$ cat src/rtl/led_chaser_pkg.sv
// Shared types and constants for the LED bar chaser.
package led_chaser_pkg;

  typedef enum logic [1:0] {
    MODE_BOUNCE = 2'b00,
    MODE_WRAP   = 2'b01,
    MODE_FILL   = 2'b10
  } mode_t;

  localparam logic DIR_LSB = 1'b0;
  localparam logic DIR_MSB = 1'b1;

  // The unused encoding 2'b11 behaves as BOUNCE.
  function automatic mode_t decode_mode(input logic [1:0] m);
    case (m)
      2'b01:   return MODE_WRAP;
      2'b10:   return MODE_FILL;
      default: return MODE_BOUNCE;
    endcase
  endfunction

endpackage

$ cat src/rtl/led_chaser_gen_tick.sv
// Free-running prescaler with a selectable tap; tick pulses when the low
// (DIV_EXP-speed) bits of the prescaler are all ones.
module tick_gen #(
  parameter int unsigned DIV_EXP = 20
) (
  input  logic       clk,
  input  logic       reset,
  input  logic       run,
  input  logic [1:0] speed,
  output logic       tick
);

  localparam logic [DIV_EXP-1:0] ONE = DIV_EXP'(1);

  logic [DIV_EXP-1:0] prescaler;
  logic [DIV_EXP-1:0] low_mask;

  // Prescaler counts only while running; it holds its value when frozen.
  always_ff @(posedge clk or negedge reset) begin
    if (!reset) prescaler <= '0;
    else if (run) prescaler <= prescaler + ONE;
  end

  // Build the mask of bits that must be all ones for the selected speed.
  always_comb begin
    low_mask = '0;
    for (int unsigned i = 0; i < DIV_EXP; i++) begin
      low_mask[i] = (i < (DIV_EXP - 32'(speed)));
    end
  end

  assign tick = &(prescaler | ~low_mask);

endmodule

$ cat src/rtl/led_chaser_gen.sv
// LED bar chaser: bounce, wrap and fill patterns on a red/green LED row,
// advanced by the prescaler tick while running or by single steps when frozen.
module led_chaser_gen
  import led_chaser_pkg::*;
#(
  parameter int unsigned LED_W   = 8,
  parameter int unsigned BAR_LEN = 3,
  parameter int unsigned DIV_EXP = 20
) (
  input  logic             clk,
  input  logic             reset,
  input  logic             run,
  input  logic             step,
  input  logic [1:0]       mode,
  input  logic             dir_sel,
  input  logic [1:0]       speed,
  output logic [LED_W-1:0] red_out,
  output logic [LED_W-1:0] green_out,
  output logic             ctl_bit,
  output logic             end_pulse
);

  localparam int unsigned   PW       = $clog2(LED_W + 1);
  localparam logic [PW-1:0] POS_MAX  = PW'(LED_W - BAR_LEN);
  localparam logic [PW-1:0] POS_TOP  = PW'(LED_W - 1);
  localparam logic [PW-1:0] LVL_FULL = PW'(LED_W);
  localparam logic [PW-1:0] ONE      = PW'(1);

  logic    tick;
  logic    adv;
  mode_t   req_mode;
  mode_t   cur_mode, cur_mode_d;
  logic [PW-1:0] pos, pos_d;
  logic [PW-1:0] level, level_d;
  logic    dir, dir_d;
  logic    end_d;
  logic [LED_W-1:0] bar;

  tick_gen #(.DIV_EXP(DIV_EXP)) u_tick (
    .clk   (clk),
    .reset (reset),
    .run   (run),
    .speed (speed),
    .tick  (tick)
  );

  assign adv      = (run & tick) | (~run & step);
  assign req_mode = decode_mode(mode);
  assign ctl_bit  = 1'b1;

  // True when LED i lies within BAR_LEN positions above p, wrapping at LED_W.
  function automatic logic in_bar(input int unsigned i, input logic [PW-1:0] p);
    int unsigned off;
    off = i + LED_W - 32'(p);
    if (off >= LED_W) off = off - LED_W;
    return (off < BAR_LEN);
  endfunction

  // Pattern state register; reset pose is the BOUNCE start position.
  always_ff @(posedge clk or negedge reset) begin
    if (!reset) begin
      cur_mode  <= MODE_BOUNCE;
      pos       <= POS_MAX;
      dir       <= DIR_LSB;
      level     <= '0;
      end_pulse <= 1'b0;
    end else begin
      cur_mode  <= cur_mode_d;
      pos       <= pos_d;
      dir       <= dir_d;
      level     <= level_d;
      end_pulse <= end_d;
    end
  end

  // Next-state: on an advance either reload for a new mode or move one step.
  // In WRAP the dir register latches dir_sel so the colour only changes on advance.
  always_comb begin
    cur_mode_d = cur_mode;
    pos_d      = pos;
    dir_d      = dir;
    level_d    = level;
    end_d      = 1'b0;
    if (adv) begin
      if (req_mode != cur_mode) begin
        cur_mode_d = req_mode;
        pos_d      = POS_MAX;
        dir_d      = DIR_LSB;
        level_d    = '0;
      end else begin
        case (cur_mode)
          MODE_BOUNCE: begin
            if (dir == DIR_LSB) begin
              if (pos == '0) begin
                dir_d = DIR_MSB;
                pos_d = ONE;
                end_d = 1'b1;
              end else begin
                pos_d = pos - ONE;
              end
            end else begin
              if (pos == POS_MAX) begin
                dir_d = DIR_LSB;
                pos_d = POS_MAX - ONE;
                end_d = 1'b1;
              end else begin
                pos_d = pos + ONE;
              end
            end
          end
          MODE_WRAP: begin
            dir_d = dir_sel;
            if (dir_sel == DIR_LSB) begin
              if (pos == '0) begin
                pos_d = POS_TOP;
                end_d = 1'b1;
              end else begin
                pos_d = pos - ONE;
              end
            end else begin
              if (pos == POS_TOP) begin
                pos_d = '0;
                end_d = 1'b1;
              end else begin
                pos_d = pos + ONE;
              end
            end
          end
          MODE_FILL: begin
            if (level == LVL_FULL) begin
              level_d = '0;
              end_d   = 1'b1;
            end else begin
              level_d = level + ONE;
            end
          end
          default: ;
        endcase
      end
    end
  end

  // Output decode from registered state; bar colour follows dir.
  always_comb begin
    red_out   = '0;
    green_out = '0;
    bar       = '0;
    for (int unsigned i = 0; i < LED_W; i++) begin
      bar[i] = in_bar(i, pos);
    end
    if (cur_mode == MODE_FILL) begin
      for (int unsigned i = 0; i < LED_W; i++) begin
        red_out[i]   = (i < 32'(level));
        green_out[i] = (i == 32'(level));
      end
    end else if (dir == DIR_LSB) begin
      red_out = bar;
    end else begin
      green_out = bar;
    end
  end

endmodule

$ cat config.mk
export PLATFORM = sky130hd
export DESIGN_NAME = led_chaser_gen
export DESIGN_NICKNAME = d
export VERILOG_FILES = /design/src/rtl/led_chaser_pkg.sv /design/src/rtl/led_chaser_gen_tick.sv /design/src/rtl/led_chaser_gen.sv
export SDC_FILE = /design/constraint.sdc
export NUM_CORES = 1
export LEC_CHECK = 0
export BUFFER_PORTS_ARGS = -buffer_cell sky130_fd_sc_hd__buf_2
export CAP_MARGIN = 10
export CORE_MARGIN = 4
export CORE_UTILIZATION = 40
export DETAILED_ROUTE_END_ITERATION = 6
export GPL_ROUTABILITY_DRIVEN = 0
export GPL_TIMING_DRIVEN = 0
export PLACE_DENSITY = 0.58
export SYNTH_ARGS = -nofsm -noshare
export SYNTH_HDL_FRONTEND = slang
export SYNTH_SLANG_ARGS = --single-unit
$ cat constraint.sdc
create_clock -name clk -period 3.4 [get_ports clk]
set_input_delay 0.68 -clock clk [delete_from_list [all_inputs] [get_ports clk]]
set_output_delay 0.68 -clock clk [all_outputs]
set_load 0.05 [all_outputs]
==> results_dict.tcl <==
set metrics [dict create \
    fin_skew_ns 0.0103 \
    design_area_um2 3570 \
    synth_warnings 0 \
    clkSinkCount 32 \
    seqPwrFrac_pct 22.1 \
    r2r_cells 6 \
    powerDensity_nw_per_um2 687 \
    grt.total_usage_pct 16.9 \
    synth_area_um2 2750 \
    synth.distinct_cells 59 \
    dp.final_hpwl_um 4710 \
    routed_wl_um 6600 \
    clkTransAtPathRegs_ns 0.07 \
    io_pins 27 \
    setup_slack_ns -0.152 \
    grt-ovfl-total 0 \
    nets 390 \
    reg2reg_to "dir" \
    tritoncts "yes" \
    start_util_pct 42.3 \
    antenna_found_initial 0 \
    leakage_nw 1.55 \
    ir_drop_uv 349 \
    endpoint_kind "output pin" \
    period_needed_ns 3.55 \
    crit_chain "clkbuf_8 > inv_8 > ha_4 > nor2b_4 > or3_4 > and2_4 > inv_2 > ha_4 > nor2b_4 > nor3b_2 > and3_4 > o21ai_4 > o22ai_4 > buf_6" \
    drc 0 \
    grt_pass1_vias 2395 \
    cts_buffers 5 \
    timing.rr.start "u_tick.prescaler[0]" \
    slew_violations 0 \
    violations "negative setup slack" \
    async_reset_ff_share_pct 100 \
    nFillCells 594 \
    total_power_mw 2.46 \
    critPathTopFamily "simple AND/OR/NAND/NOR gates" \
    vias_per_cell 5.57 \
    finalCritPeriodShare_pct 104 \
    worstPathArrival_ns 2.87 \
    rsz0062_at_grt "yes" \
    drt_iter0_drc 128 \
    die_y_um 90.9 \
    postCtsHoldBufs 0 \
    critical_path.max_stage_delay_ns 0.57 \
    grt_pass1_wl_um 11600 \
    h-tree-depth 2 \
    syn_area_per_cell_um2 8.81 \
    layout_commonest_cell "dfrtp_1" \
    switching_power_mw 1.08 \
    crit_required_ns 2.72 \
    slew_headroom_pct 37.3 \
    wl_per_cell_um 15.3 \
    path_buf_inv 4 \
    crit_path_start_kind "flip-flop" \
    reg2reg_setup_slack_ns 1.15 \
    syn_inst 312 \
    worst_slew_pin_slew_ns 0.934 \
    path_max_fanout 4 \
    drv_cap 0 \
    cts_root_buf "clkbuf_8" \
    min_path_type "input pin to async pin" \
    grt_max_degree 33 \
    run_status "finished, violations left" \
    drive_gt1_share_pct 32.0 \
    synth_flop_cell "dfrtp_1" \
    syn-num-nets 347 \
    clkPwrFrac_pct 16.4 \
    p_int_mw 1.37 \
    setup_viol 6 \
    clock_latency_ns 0.29 \
    syn_to_final_growth_pct 30.0 \
    synth-seq-cells 32 \
    dr.pass1.iters 4 \
    synth_edf_count 0 \
    synthTopCellsByArea "dfrtp_1 (27%), ha_1 (12%), o21ai_0 (4.0%), xnor2_1 (3.8%), xor2_1 (2.9%)" \
    ys_seq_area_share_pct 29.2 \
    drtAntennaViolNets 0 \
    p_sw_share_pct 44.1 \
    comb_power_share_pct 61.5 \
    clk_path_buf_depth 2 \
    die_width_um 90.9 \
    vias 2410 \
    num_antenna_cells 0 \
    io_buffer_count 23 \
    layout_common_cells "dfrtp_1 (28), nand2_1 (20), buf_4 (17)" \
    path_class "flip-flop to output pin" \
    yosys.area.top_type "dfrtp_1" \
    synth.top_cell.area_share_pct 27.3 \
    coreArea_um2 6490 \
    fmax_ghz 0.282 \
    dieArea_um2 8260 \
    crit_path_top_delay_cell "dfstp_2" \
    core.rowCount 29 \
    finalHoldViolations 0 \
    place_area_um2 3020 \
]
==> metrics by stage <==
stage,util [%],setup WS [ns],hold slack (ns),instances,TNS (ns)
floorplan,-,0.00121,0.384,312,0
global placement,46.5,-0.379,0.459,412,-1.76
detailed placement,46.5,-0.419,0.461,412,-2.07
CTS,54.2,-0.160,0.461,433,-0.766
global route,55.0,-0.257,0.492,433,-1.49
finish,55.0,-0.152,0.449,433,-0.464
==> worst max-delay path by stage <==
stage	from	end	slack, ns	cells past startpoint
3_5_place_dp	pos[2]	red_out[2]	-0.42	14
5_1_grt	pos[2]	red_out[2]	-0.26	14
4_1_cts	pos[2]	red_out[2]	-0.16	14
3_3_place_gp	pos[2]	red_out[2]	-0.38	14
6_report	pos[2]	red_out[2]	-0.15	14
2_1_floorplan	pos[0]	red_out[4]	0.001	8
==> power groups by stage <==
stage / combinational, mW / clock, mW / sequential, mW
floorplan: 0.888 / 0 / 0.529
global placement: 1.10 / 0 / 0.551
detailed placement: 1.12 / 0 / 0.552
CTS: 1.44 / 0.418 / 0.542
global route: 1.67 / 0.432 / 0.554
finish: 1.51 / 0.403 / 0.542
==> Yosys cell counts (all sizes together) (6+ instances only) <==
cell    count
ha         26
clkbuf     14
nand3      13
nand2      20
nor2b      10
dfrtp      30
o31ai       6
o22ai       7
nor2       13
nor3        6
a21oi      13
xor2        9
nand2b      9
o21ai      26
xnor2      12
inv        18
and3        9
==> routing by layer <==
metal	vias to the layer above	part of all wire, %	global-route usage, %
met4	0	0.79	3.77
met1	1149	45	22.0
met5	-	0	0
li1	1207	-	-
met2	49	50	29.6
met3	5	3.9	2.67
==> cell type report <==
type / count / area (um2) / area share, %
plain buffers: 15 / 95.1 / 2.66
clock buffers: 7 / 96.3 / 2.70
clock inverters: 1 / 30.0 / 0.841
inverters: 18 / 75.1 / 2.10
multi-input cells: 245 / 2100 / 58.8
flip-flops and latches: 32 / 806 / 22.6
well taps: 77 / 96.3 / 2.70
repair buffers: 38 / 274 / 7.67
==> logic make-up after synthesis <==
group                      Yosys count  share of synthesized area, %
buffers and inverters               35                          5.46
and+or+nand+nor                    110                          23.8
adders and majority gates           26                          11.8
other                                1                         0.136
DFF                                 32                          29.2
muxes                                7                          2.78
xor gates and xnor gates            21                          6.69
AOI/OAI and AO/OA                   80                          20.1
==> repair_timing <==
| action | CTS | global route |
|---|---|---|
| cloned | 0 | 0 |
| pin swaps | 14 | 6 |
| endpoints found under the setup margin | 8 | 8 |
| gates resized for setup | 68 | 11 |
| hold endpoints to repair | 0 | 0 |
| setup buffers | 14 | 1 |
==> state kept, by name (all words and copies together) (netlist names) <==
signal            count
u_tick.prescaler     20
level                 4
pos                   4
cur_mode              2
dir                   1
end_pulse             1
Note: power is estimated with default switching activity, not from simulation.
